--- config.mk ---
export PLATFORM = sky130hd
export DESIGN_NAME = multicycle_subtractor
export DESIGN_NICKNAME = d
export VERILOG_FILES = /design/src/rtl/sub_pkg.sv /design/src/rtl/digit_subtractor.sv /design/src/rtl/multicycle_subtractor.sv
export SDC_FILE = /design/constraint.sdc
export NUM_CORES = 1
export LEC_CHECK = 0
export CORE_MARGIN = 2
export CORE_UTILIZATION = 30
export CTS_BUF_LIST = sky130_fd_sc_hd__clkbuf_8
export DETAILED_ROUTE_END_ITERATION = 10
export HOLD_SLACK_MARGIN = 0.08
export PLACE_DENSITY_LB_ADDON = 0.3
export SYNTH_ARGS = -nofsm -noshare
export SYNTH_HDL_FRONTEND = slang
export SYNTH_SLANG_ARGS = --single-unit
export TNS_END_PERCENT = 10
--- constraint.sdc ---
create_clock -name clk -period 3.2 [get_ports clk]
set_clock_uncertainty 0.15 [all_clocks]
set_input_delay 0.8 -clock clk [delete_from_list [all_inputs] [get_ports clk]]
set_output_delay 0.8 -clock clk [all_outputs]
set_load 0.02 [all_outputs]
--- src/rtl/sub_pkg.sv ---
// Shared constants for the multi-cycle subtractor: FSM encoding and default geometry.
package sub_pkg;
    localparam int DEF_WIDTH = 16;
    localparam int DEF_DIGIT = 4;

    localparam logic [1:0] IDLE = 2'd0;
    localparam logic [1:0] CALC = 2'd1;
    localparam logic [1:0] DONE = 2'd2;

    // A digit counter is at least one bit wide, even for a single-digit build.
    function automatic int cnt_bits(input int n);
        return (n > 1) ? $clog2(n) : 1;
    endfunction
endpackage

--- src/rtl/digit_subtractor.sv ---
// Combinational DIGIT-bit subtractor: a - b - bin, built as a ripple of full
// subtractor cells, each made from two half subtractors.
module digit_subtractor #(
    parameter int DIGIT = 4
) (
    input  logic [DIGIT-1:0] a,
    input  logic [DIGIT-1:0] b,
    input  logic             bin,
    output logic [DIGIT-1:0] diff,
    output logic             bout
);
    logic [DIGIT:0] bw;

    assign bw[0] = bin;

    for (genvar i = 0; i < DIGIT; i++) begin : g_cell
        logic hd, hb1, hb2;
        assign hd       = a[i] ^ b[i];
        assign hb1      = ~a[i] & b[i];
        assign diff[i]  = hd ^ bw[i];
        assign hb2      = ~hd & bw[i];
        assign bw[i+1]  = hb1 | hb2;
    end

    assign bout = bw[DIGIT];
endmodule

--- src/rtl/multicycle_subtractor.sv ---
// Digit-serial subtractor: one DIGIT-wide slice per clock, LSB digit first.
// Define SUB_OVERFLOW_EN to add the signed-overflow output Ovf.
module multicycle_subtractor
    import sub_pkg::*;
#(
    parameter int WIDTH = DEF_WIDTH,
    parameter int DIGIT = DEF_DIGIT
) (
    input  logic             clk,
    input  logic             rst,
    input  logic             in_valid,
    output logic             in_ready,
    input  logic [WIDTH-1:0] A,
    input  logic [WIDTH-1:0] B,
    input  logic             Bin,
    output logic             out_valid,
    input  logic             out_ready,
    output logic [WIDTH-1:0] Diff,
    output logic             Borr
`ifdef SUB_OVERFLOW_EN
    ,
    output logic             Ovf
`endif
);
    localparam int NDIG = (DIGIT > 0) ? WIDTH / DIGIT : 1;
    localparam int CW   = cnt_bits(NDIG);
    localparam logic [CW-1:0] LAST = CW'(NDIG - 1);

    if (DIGIT < 1) begin : g_bad_digit
        $error("multicycle_subtractor: DIGIT must be >= 1");
    end else if (WIDTH % DIGIT != 0) begin : g_bad_width
        $error("multicycle_subtractor: WIDTH must be a multiple of DIGIT");
    end

    logic [1:0]       state;
    logic [CW-1:0]    cnt;
    logic [WIDTH-1:0] a_q, b_q, diff_q;
    logic             brw;
    logic [DIGIT-1:0] a_dig, b_dig, d_dig;
    logic             d_bout;

    assign a_dig = a_q[DIGIT*int'(cnt) +: DIGIT];
    assign b_dig = b_q[DIGIT*int'(cnt) +: DIGIT];

    digit_subtractor #(.DIGIT(DIGIT)) u_dig (
        .a    (a_dig),
        .b    (b_dig),
        .bin  (brw),
        .diff (d_dig),
        .bout (d_bout)
    );

    always_ff @(posedge clk) begin
        if (rst) begin
            state  <= IDLE;
            cnt    <= '0;
            brw    <= 1'b0;
            diff_q <= '0;
            a_q    <= '0;
            b_q    <= '0;
        end else begin
            case (state)
                IDLE: if (in_valid) begin
                    a_q   <= A;
                    b_q   <= B;
                    brw   <= Bin;
                    cnt   <= '0;
                    state <= CALC;
                end
                CALC: begin
                    diff_q[DIGIT*int'(cnt) +: DIGIT] <= d_dig;
                    brw <= d_bout;
                    cnt <= cnt + CW'(1);
                    if (cnt == LAST) state <= DONE;
                end
                DONE: if (out_ready) state <= IDLE;
                default: state <= IDLE;
            endcase
        end
    end

    assign in_ready  = (state == IDLE) && !rst;
    assign out_valid = (state == DONE);
    assign Diff      = diff_q;
    // The borrow register holds the MSB digit's borrow-out once CALC finishes.
    assign Borr      = brw;

`ifdef SUB_OVERFLOW_EN
    assign Ovf = (state == DONE) && (a_q[WIDTH-1] != b_q[WIDTH-1])
                 && (diff_q[WIDTH-1] != a_q[WIDTH-1]);
`endif
endmodule

==> key figures, run 1 <==
Yosys
  • Syn_area_per_cell: 10.7 µm²
  • Fraction of synthesized area in multiplexers: 20.6%
  • Cell taking the most area after synthesis: dfxtp_1
  • Cells after Synth: 231
  • Post-Synth Simple-Gate Area: 16.5%
  • Post-Syn Area: 2470 µm²
  • #FFs+latches synth: 53
  • Share of the synthesized area in the top cell type: 42.9%
  • Sequential area share after synthesis: 42.9%
  • Top post-synthesis cells by count: dfxtp_1, nor2_1, mux2i_1
  • Synth Area in Compound Gates: 7.03%
  • Post-synthesis xor/xnor area fraction: 0%
  • Top cells by area, synth: dfxtp_1, mux2i_1, mux4_2
  • Count leader, synth: dfxtp_1
  • Yosys cell types: 35
  • Adder-cell share of the synthesized area: 5.76%
  • Post-synth ARST share: 0%
  • Mapped Nets: 277
  • Total number of yosys warnings: 0
  • Prevailing post-synth register cell: dfxtp_1
  • Largest family of logic cells by synthesized area: multiplexers
  • EDFF count, synth: 0

Placed design
  • HPWL Detailed: 3.94 mm
  • Dpl ws: 0.148 ns
  • Placer Congestion: 0.746
  • Placement Cell Area: 3080 µm²
  • I/O Buffers: 55

Min path
  • Hold crit path type: register to register
  • Min-Delay Startpoint: Diff[12]

Floorplanning
  • Die area: 8990 µm²
  • Core ar.: 8090 µm²
  • Cell Rows: 33
  • Starting Density: 30.6%
  • Boundary pin count: 56
  • Die width: 94.8 µm
  • DIE HEIGHT: 94.8 µm

Timing
  • Fin. max-slew vios: 0
  • Setup slack after layout: 0.218 ns
  • Worst-Margin Slew: 0.560 ns
  • Final Critical Period: 2.98 ns
  • Endpoints failing setup: 0
  • Fin crit share: 93.2%
  • Max frequency: 335 MHz
  • Hold_ws: 0.307 ns
  • Aggregate negative setup slack: 0 ns
  • RSZ-0062 raised after global routing: no
  • Final Hold Viols: 0
  • Slew margin rel.: 62.7%

Clock tree
  • CTS Hold Bufs: 0
  • Postcts setup bufs: 0
  • Clock Path Buffers: 2
  • CTS root buf: clkbuf_8
  • H-tree levels: 2
  • CTS tree: yes
  • Clock net sink count: 53
  • Num CTS Buffers: 5
  • Skew-Pair Late Insertion Delay: 0.31 ns
  • Post-cts sizing count: 0
  • Reg clk slew, reported paths: 0.10 ns

Critical path
  • CP Launch Point: cnt[1]
  • Setup Crit Path Kind: register to register
  • Reg-to-reg critical path startpoint: cnt[1]
  • Largest delay share family, worst path: adder cells
  • Crit path DAT: 3.08 ns
  • CP max stage cell: mux4_2
  • Worst setup SP type: register
  • Slowest cell delay on critical path: 0.50 ns
  • Max Fanout on Critical Path: 4
  • CP Capture Type: register
  • Critical path buffer and inverter count: 3
  • Worst Path Required: 3.30 ns
  • Worst path cell trace: mux4_2, inv_1, fa_1, inv_1, fa_1, fa_1, inv_1, fa_2, nand4b_1, a21oi_1

Global route
  • GRT busiest layer: met2
  • First-pass GRT wire length: 8.78 mm
  • GRT Overall Usage: 12.7%
  • Met3 Use GR: 3.03%
  • Met1 usage: 16.3%
  • Largest net degree at the start of global routing: 52
  • Vias in the first global route: 1769
  • Met2 usage: 20.3%
  • Antenna violations before repair: 0
  • GR Overflow Total: 0

Route
  • # DRC: 0
  • Avg WL per Cell: 13.8 µm
  • Via density: 4.58
  • Antenna viol nets, final: 0
  • Total Routed Length: 5.36 mm
  • 1st-pass router iterations: 4
  • Iter 0 DRT Violations: 81
  • Via count: 1783

Cells and area
  • Area grow syn2layout: 28.1%
  • # diodes: 0
  • Share of cells above drive strength 1: 11.6%
  • Final Cell Area: 3170 µm²
  • Nets: 329
  • FF+latch area: 1060 µm²
  • Fillers: 822
  • Area of the multi-input gates: 1240 µm²

Run status
  • Outcome: finished clean

Pwr
  • Post-route total power: 1370 µW
  • Max VDD drop: 0.000175 V
  • Pleak: 0.00118 µW
  • Power per cell area: 431 nW/µm²

Run
  • Max_cap viols: 0
## placed cells by master (no fill, tap or decap), types with 3 or more instances in the layout
cell type,n
clkdlybuf4s50_1,54
dfxtp_1,52
nor2_1,36
mux2i_1,33
inv_1,16
nand2_1,13
a21oi_1,11
mux4_2,8
nand3b_1,5
nand3_1,5
ha_1,5
clkbuf_8,5
o32ai_2,4
buf_4,4
fa_1,3
## registers in the layout (all words and copies together) (netlist names)
signal  cells
cnt         2
a_q        16
b_q        16
Borr        1
state       2
Diff       16
## worst register-to-register path: stages (launching register included)
cell and delay (ns):
dfxtp_1 0.36, mux4_2 0.50, inv_1 0.09, fa_1 0.16, inv_1 0.05, fa_1 0.37
fa_1 0.36, inv_1 0.07, fa_2 0.48, nand4b_1 0.20, a21oi_1 0.15
## final cells by class
| class | count | share of cell area, % |
|---|---|---|
| flip-flops and latches | 53 | 33.5 |
| clock buffers | 5 | 2.17 |
| clock inverters | 3 | 0.474 |
| multi-input cells | 149 | 39.2 |
| well taps | 105 | 4.15 |
| inverters | 14 | 1.66 |
| repair buffers | 60 | 18.8 |
## metal layers
layer  vias to the layer above  wire, µm
met2                        47      2520
met4                         0       109
li1                        901         -
met1                       826      2460
met5                         -         0
met3                         9       278
## logic make-up (layout without fill, tap and decap cells)
| logic type | count (synthesis) | in the layout |
|---|---|---|
| flip-flops | 53 | 53 |
| AO/OA/AOI/OAI | 22 | 22 |
| adder cells (fa/ha/maj) | 9 | 9 |
| AND/OR/NAND/NOR | 77 | 77 |
| buffers and inverters | 29 | 82 |
| multiplexers | 41 | 41 |
## where the power goes
| part | leakage, µW | switching, µW | internal [µW] |
|---|---|---|---|
| logic | 0.000696 | 136 | 150 |
| registers | 0.000433 | 25.2 | 693 |
| clock network | 0.0000467 | 213 | 149 |
## final timing paths
| path | to | slack, ns | depth (start not counted) |
|---|---|---|---|
| min | Diff[12] | 0.31 | 2 |
| max reg2reg | Diff[7] | 0.22 | 10 |
| max | Diff[7] | 0.22 | 10 |
| min reg2reg | Diff[12] | 0.31 | 2 |
## through the flow
stage                     cells  utilization (%)
final                       389             39.2
after global routing        389             39.2
after CTS                   389             39.1
after detailed placement    381             38.1
after global placement      381             38.1
after floorplan             231                -
Power figures use the tool's default switching activity.
==> inputs of run 2 (changes only) <==
--- a/config.mk
+++ b/config.mk
@@ -9,6 +9,7 @@
 export CORE_UTILIZATION = 30
 export CTS_BUF_LIST = sky130_fd_sc_hd__clkbuf_8
 export DETAILED_ROUTE_END_ITERATION = 10
+export GPL_TIMING_DRIVEN = 0
 export HOLD_SLACK_MARGIN = 0.08
 export PLACE_DENSITY_LB_ADDON = 0.3
 export SYNTH_ARGS = -nofsm -noshare
==> run 2 against run 1 <==
  * Clock power up 28%
  * Flip-flop and latch count unchanged
  * Worst setup slack worse by 0.048 ns
  * Die area unchanged
  * Critical endpoint unchanged
  * Core utilization up 1.5 points
  * Non-clock buffer count up 11
  * Via count up 3.4%
  * Sequential share of layout area down 1.2 points
  * Cell area up 3.8%
  * Clock-buffer cell count up 1
==> key figures, run 2 (synthesized netlist as in run 1, its figures left out) <==
Run status
  • Outcome: finished clean

Cells and area
  • Share of cells above drive strength 1: 15.3%
  • Commonest cells after routing, fill and taps aside: clkdlybuf4s50_1, dfxtp_1, nor2_1
  • Area grow syn2layout: 33.0%
  • Nets: 340
  • Commonest non-fill, non-tap cell in the layout: clkdlybuf4s50_1
  • Final Non-Filler Cells: 400
  • # diodes: 0

Clock tree
  • Skew-Pair Late Insertion Delay: 0.30 ns
  • Clock net sink count: 53
  • Clock Path Buffers: 2
  • Reg clk slew, reported paths: 0.09 ns
  • Num CTS Buffers: 5
  • CTS root buf: clkbuf_8
  • H-tree levels: 2
  • CTS tree: yes

Route
  • Iter 0 DRT Violations: 53
  • Via count: 1843
  • 1st-pass router iterations: 5
  • Via density: 4.61
  • Antenna viol nets, final: 0
  • Total Routed Length: 5.62 mm
  • # DRC: 0
  • Avg WL per Cell: 14.1 µm

Floorplanning
  • Core ar.: 8090 µm²
  • Die area: 8990 µm²
  • Die width: 94.8 µm
  • Cell Rows: 33
  • Starting Density: 30.6%
  • DIE HEIGHT: 94.8 µm
  • Boundary pin count: 56

Global route
  • Antenna violations before repair: 0
  • Largest net degree at the start of global routing: 16
  • GRT Overall Usage: 13.5%
  • Vias in the first global route: 1894
  • First-pass GRT wire length: 9.34 mm
  • GR Overflow Total: 0

Timing
  • Max frequency: 330 MHz
  • Endpoints failing setup: 0
  • Fin. max-slew vios: 0
  • Worst-Margin Slew: 0.480 ns
  • Fin crit share: 94.7%
  • Slew margin rel.: 68.0%
  • Final Critical Period: 3.03 ns
  • RSZ-0062 raised after global routing: no
  • Final Hold Viols: 0

Pwr
  • Max VDD drop: 0.000226 V
  • Post-route total power: 1490 µW
  • Pleak: 0.00123 µW
  • Power per cell area: 453 nW/µm²

Critical path
  • CP max stage cell: fa_2
  • Worst setup SP type: register
  • Crit path DAT: 3.06 ns
  • Setup Crit Path Kind: register to register
  • CP most frequent cell: fa_2
  • Slowest cell delay on critical path: 0.59 ns
  • Worst path cell trace: buf_6, mux4_2, fa_1, inv_1, fa_2, fa_2, inv_2, fa_2, nand4b_1, a21oi_1
  • Worst Path Required: 3.23 ns
  • CP Capture Type: register
  • Max Fanout on Critical Path: 15

Run
  • Max_cap viols: 0

Placed design
  • Inst Count DP: 390
  • HPWL Detailed: 4.23 mm
  • Placer Congestion: 0.808
  • I/O Buffers: 54

Min path
  • Hold crit path type: register to register
==> run 2: cell count changes in the layout (fill, tap and decap cells not counted), moves of 2 or more <==
cell,delta
inv_2,+2
fa_1,-2
clkbuf_1,+5
buf_6,+2
buf_8,+4
fa_2,+2
inv_1,-3
==> run 2: worst max-delay path: cells and delay by family, from the launching register on <==
| kind | cells | cell delay, ns |
|---|---|---|
| DFF | 1 | 0.36 |
| buffers and inverters | 3 | 0.31 |
| and+or+nand+nor | 1 | 0.14 |
| adders and majority gates | 4 | 1.34 |
| AOI/OAI and AO/OA | 1 | 0.07 |
| muxes | 1 | 0.55 |
==> run 2: what timing repair did <==
item / CTS / global route
hold endpoints to repair: 0 / 0
resized for setup: 6 / 4
endpoints found under the setup margin: 4 / 4
buffers inserted: 3 / 0
hold buffers: 0 / 0
pin swaps: 1 / 1
==> run 2: report_power, final <==
group	leakage [µW]	switching (µW)	total [µW]	internal, µW
Clock	0.0000626	213	465	252
Combinational	0.000735	149	315	166
Sequential	0.000434	18.8	712	693
Total	0.00123	381	1490	1110
==> run 2: worst paths after layout <==
path              startpoint        to  slack, ns  depth (start not counted)
setup / recovery      cnt[0]   Diff[7]       0.17                         10
hold / removal      Diff[15]  Diff[15]       0.30                          2
setup reg to reg      cnt[0]   Diff[7]       0.17                         10
hold reg to reg     Diff[15]  Diff[15]       0.30                          2
==> run 2: through the flow <==
step	hold slack, ns	setup TNS (ns)	instance area (µm²)	setup WS, ns	utilization (%)
after detailed placement	0.296	-0.566	3150	-0.219	38.9
after global routing	0.320	0	3290	0.0400	40.7
after global placement	0.292	-0.499	3150	-0.199	38.9
final	0.304	0	3290	0.169	40.7
after CTS	0.308	0	3300	0.0231	40.8
after floorplan	0.305	0	2470	0.125	-
==> run 2: final cells by class <==
type,instances,area [µm²]
plain buffers,14,121
clock buffers,6,82.6
clock inverters,2,33.8
fillers,837,4800
inverters,14,52.6
multi-input cells,149,1240
flip-flops and latches,53,1060
well taps,105,131
repair buffers,57,563
==> run 2: routing by layer <==
metal	routed length [µm]	vias to the layer above	share of wire (%)	global-route usage (%)
li1	-	920	-	-
met1	2580	871	46	16.5
met2	2700	46	48	23.3
met3	272	6	4.8	3.03
met4	74	0	1.3	4.47
met5	0	-	0	0
==> inputs of run 3 (changes only) <==
--- a/config.mk
+++ b/config.mk
@@ -6,7 +6,7 @@
 export NUM_CORES = 1
 export LEC_CHECK = 0
 export CORE_MARGIN = 2
-export CORE_UTILIZATION = 30
+export CORE_UTILIZATION = 47
 export CTS_BUF_LIST = sky130_fd_sc_hd__clkbuf_8
 export DETAILED_ROUTE_END_ITERATION = 10
 export GPL_TIMING_DRIVEN = 0
@@ -14,5 +14,6 @@
 export PLACE_DENSITY_LB_ADDON = 0.3
 export SYNTH_ARGS = -nofsm -noshare
 export SYNTH_HDL_FRONTEND = slang
+export SYNTH_HIERARCHICAL = 1
 export SYNTH_SLANG_ARGS = --single-unit
 export TNS_END_PERCENT = 10
==> run 3 against run 2 <==
  * Combinational power is 5% lower
  * Routed wire length is 0.84% lower
  * Synthesized cell count is 19% higher
  * Cell area is 3.2% higher
  * Global-route usage is 4.8 points higher
==> key figures, run 3 <==
Route
  • Total Routed Length: 5.58 mm
  • Via count: 2090
  • Iter 0 DRT Violations: 114
  • 1st-pass router iterations: 4
  • Avg WL per Cell: 13.4 µm
  • Antenna viol nets, final: 0
  • Via density: 5.02
  • # DRC: 0

Cells and area
  • Nets: 389
  • Area grow syn2layout: 30.2%
  • Final core utilization: 62.4%
  • Fillers: 489
  • Commonest cells after routing, fill and taps aside: clkdlybuf4s50_1, dfxtp_1, nand2_1
  • # diodes: 0
  • Share of cells above drive strength 1: 29.7%
  • Commonest non-fill, non-tap cell in the layout: clkdlybuf4s50_1

Pwr
  • Comb power frac: 21.8%
  • P_sw: 387 µW
  • Post-route total power: 1370 µW
  • Part of the power in registers: 52.1%
  • Max VDD drop: 0.000193 V
  • Pleak: 0.00121 µW
  • Clk pwr share: 26.1%
  • Power per cell area: 403 nW/µm²
  • Sw frac: 28.3%
  • Internal power: 982 µW

Clock tree
  • CTS root buf: clkbuf_8
  • CTS tree: yes
  • Skew-Pair Late Insertion Delay: 0.31 ns
  • CTS Hold Bufs: 0
  • Clock net sink count: 53
  • Clock Path Buffers: 2
  • Reg clk slew, reported paths: 0.09 ns
  • H-tree levels: 2
  • Num CTS Buffers: 5

Critical path
  • CP max stage cell: fa_2
  • Reg-to-reg critical path startpoint: cnt[0]
  • CP Capture Type: register
  • Slowest cell delay on critical path: 0.63 ns
  • Crit path DAT: 3.14 ns
  • Setup Crit Path Kind: register to register
  • Worst setup SP type: register
  • Critical R2R Capture: Diff[15]
  • Worst path cell trace: buf_12, mux4_2, fa_1, inv_1, fa_1, fa_2, inv_2, fa_2, nand3_1, a21oi_1
  • Critical path buffer and inverter count: 3
  • Max Fanout on Critical Path: 6
  • Worst Path Required: 3.29 ns
  • Largest delay share family, worst path: adder cells
  • R2R cell count: 10
  • R2R setup slack: 0.15 ns

Timing
  • Fin crit share: 95.5%
  • Aggregate negative setup slack: 0 ns
  • Endpoints failing setup: 0
  • Fin. max-slew vios: 0
  • Final Hold Viols: 0
  • Max frequency: 327 MHz
  • Worst-Margin Slew: 0.761 ns
  • Final Critical Period: 3.05 ns
  • Hold_ws: 0.309 ns
  • RSZ-0062 raised after global routing: no
  • Slew margin rel.: 49.3%

Global route
  • First-pass GRT wire length: 8.77 mm
  • Antenna violations before repair: 0
  • Met1 usage: 21.5%
  • GRT busiest layer: met2
  • GR Overflow Total: 0
  • Largest net degree at the start of global routing: 15
  • Met3 Use GR: 4.83%
  • GRT Overall Usage: 18.3%
  • Met2 usage: 31.2%
  • Vias in the first global route: 1988

Yosys
  • Top cells by area, synth: dfxtp_1, a21oi_2, nand2_2
  • Post-synth ARST share: 0%
  • Total number of yosys warnings: 6
  • Cells after Synth: 275
  • EDFF count, synth: 0
  • #FFs+latches synth: 53
  • Prevailing post-synth register cell: dfxtp_1
  • Syn_area_per_cell: 9.48 µm²
  • Top post-synthesis cells by count: dfxtp_1, nand2_1, a21oi_2, nand2_2, a21oi_1
  • Post-Syn Area: 2610 µm²
  • Share of the synthesized area in the top cell type: 40.7%
  • Yosys cell types: 29
  • Sequential area share after synthesis: 40.7%
  • Mapped Nets: 321
  • Cell taking the most area after synthesis: dfxtp_1
  • Count leader, synth: dfxtp_1

Run
  • Max_cap viols: 0

Run status
  • Outcome: finished clean

Min path
  • Hold crit path type: register to register
  • Min-Delay Startpoint: Diff[10]
  • Endpoint, Worst Hold: Diff[10]
  • Hold-critical path depth: 2

Placed design
  • Placer Congestion: 0.816
  • I/O Buffers: 55
  • HPWL Detailed: 3.99 mm

Floorplanning
  • Die width: 78.5 µm
  • Core ar.: 5440 µm²
  • Cell Rows: 27
  • Starting Density: 47.9%
  • Die area: 6160 µm²
  • DIE HEIGHT: 78.5 µm
  • Boundary pin count: 56
-- run 3: worst max-delay path by stage --
stage	slack, ns	end	cells past startpoint	from
after floorplan	0.11	Diff[7]	11	cnt[0]
final	0.15	Diff[15]	10	cnt[0]
after global placement	-0.37	in_ready	5	rst
after detailed placement	-0.41	in_ready	5	rst
after global routing	0.01	Diff[15]	10	cnt[0]
after CTS	0.01	Diff[7]	11	cnt[0]
-- run 3: tightest hold or removal path, cell delays in order (launching register included) --
cell     delay [ns]
dfxtp_1        0.32
nand2_1        0.05
a21oi_1        0.05
-- run 3: kinds of logic after synthesis --
logic type | count (synthesis) | synth area share (%)
flip-flops | 53 | 40.7
adder cells (fa/ha/maj) | 9 | 5.47
multiplexers | 9 | 7.29
AND/OR/NAND/NOR | 117 | 25.0
AO/OA/AOI/OAI | 53 | 15.2
buffers and inverters | 34 | 6.38
-- run 3: final cells by class --
class	instances	area [µm²]	area share, %
inverter	17	63.8	1.88
clock inverter	3	11.3	0.332
sequential	53	1060	31.4
clock buffer	5	68.8	2.03
multi-input combinational	188	1390	40.8
timing repair buffer	61	591	17.4
tap	72	90.1	2.65
buffer	17	120	3.54
-- run 3: power by group through the flow --
stage	sequential, µW	clock, µW	combinational (µW)
2_1_floorplan	730	0	173
4_1_cts	714	359	288
5_1_grt	718	390	325
3_5_place_dp	729	0	285
6_report	713	357	299
3_3_place_gp	728	0	281
-- run 3: repair_timing --
item                                    in CTS  in global routing
gates resized for setup                      8                  8
endpoints found under the setup margin       6                  6
cloned                                       0                  0
pin swaps                                    0                  1
setup buffers                                0                  6
-- run 3: metrics by stage --
| step | worst slack, ns | cells | area, µm² |
|---|---|---|---|
| 6_report | 0.146 | 416 | 3390 |
| 5_1_grt | 0.0113 | 416 | 3390 |
| 4_1_cts | 0.0140 | 410 | 3340 |
| 3_5_place_dp | -0.413 | 402 | 3250 |
| 3_3_place_gp | -0.371 | 402 | 3250 |
| 2_1_floorplan | 0.109 | 275 | 2610 |
-- run 3: metal layers --
layer	up-vias	wire, µm
met1	973	2500
met4	0	93
met2	47	2730
met5	-	0
met3	11	250
li1	1059	-
==> RTL change (flow settings as in run 3) <==
Set the package constant `DEF_WIDTH` to 12 (it was 16).
--- a/src/rtl/sub_pkg.sv
+++ b/src/rtl/sub_pkg.sv
@@ -1,5 +1,5 @@
 // Shared constants for the multi-cycle subtractor: FSM encoding and default geometry.
 package sub_pkg;
-    localparam int DEF_WIDTH = 16;
+    localparam int DEF_WIDTH = 12;
     localparam int DEF_DIGIT = 4;
 
Interface: changed (resized A, B and Diff); port bits go from 56 to 44. The function was not compared with the original's and may differ.
==> RTL change against run 3 <==
Count of clock-buffer cells in the layout rose by 2; critical path depth down 5; synthesized cell count down 14%; critical endpoint is now in_ready; critical path type is now in2out; routed wire length shrank 26%; die area shrank 21%; area after synthesis fell by 22%; setup slack gained 31 ps; design area shrank 23%; total power is 15% lower; sequential cell count down 12.
==> RTL change: results (changes against run 3) <==
stage,metric,value,unit,change
timing,relSlewSlack,71.4,%,+22 points
power_and_ir_drop,max-vdd-ir-drop,307,uV,+59%
yosys,synthAdderAreaFrac,6.40,%,+0.93 points
routing,drt-met1-wl,1900,um,-24%
power_and_ir_drop,power,1.16,mW,-15%
yosys,synth_common_cells,"57 x nand2_1, 41 x dfxtp_1, 31 x a21oi_1",,
critical_path,r2r-end,Diff[7],,
yosys,seq_area_frac_synth,40.4,%,-0.30 points
placed_design,port_buffers,43,,-22%
power_and_ir_drop,swShare,27.0,%,-1.3 points
routing,route.met3.wl,201,um,-20%
critical_path,slowest_delay,460,ps,-170 ps
critical_path,reg2regPathDepth,11,,+1
global_route,grt_pass1_wl,7310,um,-17%
power_and_ir_drop,p_comb,0.236,mW,-21%
yosys,synth-compound-area-share,14.2,%,-1.0 points
global_route,grtUsageMet3,3.78,%,-1.0 points
placed_design,dp_hpwl,3080,um,-23%
critical_path,crit_arrival,2070,ps,-1070 ps
timing,whs,306,ps,-3.30 ps
routing,vias,1691,,-19%
critical_path,slowest_stage,clkdlybuf4s50_1,,
routing,first_pass_iters,5,,+1
critical_path,crit_start,rst,,
yosys,ys_types,32,,+10%
outcome,status,finished clean,,
routing,routed_wl,4130,um,-26%
min_path,hp-start,Diff[8],,
cells_and_area,drive_above_1_share,11.9,%,-18 points
routing,first_iter_violations,76,,-33%
cells_and_area,fin_nets,321,,-17%
placed_design,gp_congestion,0.801,,-1.8%
routing,wl_met2,1950,um,-29%
critical_path,worstPathMaxFanout,10,,+4
critical_path,crit_family,buffers and inverters,,
global_route,track_usage,18.7,%,+0.41 points
cells_and_area,fillers,375,,-23%
placed_design,dp_cells,329,,-18%
yosys,synth.mux.area_fraction,4.43,%,-2.9 points
yosys,ys_top_cells_by_area,"dfxtp_1 40%, nand2_1 11%, a21oi_1 7.6%",,
yosys,postSynthCellCount,236,,-14%
clock_tree,cts_resized,3,,-5
power_and_ir_drop,p_leak,0.977,nW,-19%
critical_path,endpoint,in_ready,,
[RTL change: changes by cell type after synthesis, moves of 5 or more]
cell,before,now
mux2i_1,1,9
mux4_2,8,0
nand2_2,30,3
dfxtp_1,53,41
a21oi_2,30,0
a21oi_1,18,31
buf_6,3,8
nand2_1,47,57
nand3_1,12,4
o22ai_1,0,6
[RTL change: per-stage QoR]
step | utilization (%) | cell area [um2] | worst slack, ps
5_1_grt | 64.0 | 2610 | 7.06
4_1_cts | 64.3 | 2630 | 57.4
3_5_place_dp | 61.8 | 2520 | -227
6_report | 64.0 | 2610 | 177
2_1_floorplan | - | 2030 | 276
3_3_place_gp | 61.8 | 2520 | -221
[RTL change: final cells by class]
class | count | area share, %
buffer | 15 | 4.74
clock buffer | 7 | 3.69
clock inverter | 1 | 0.191
inverter | 17 | 2.44
multi-input combinational | 161 | 38.9
sequential | 41 | 31.4
tap | 50 | 2.39
timing repair buffer | 43 | 16.3
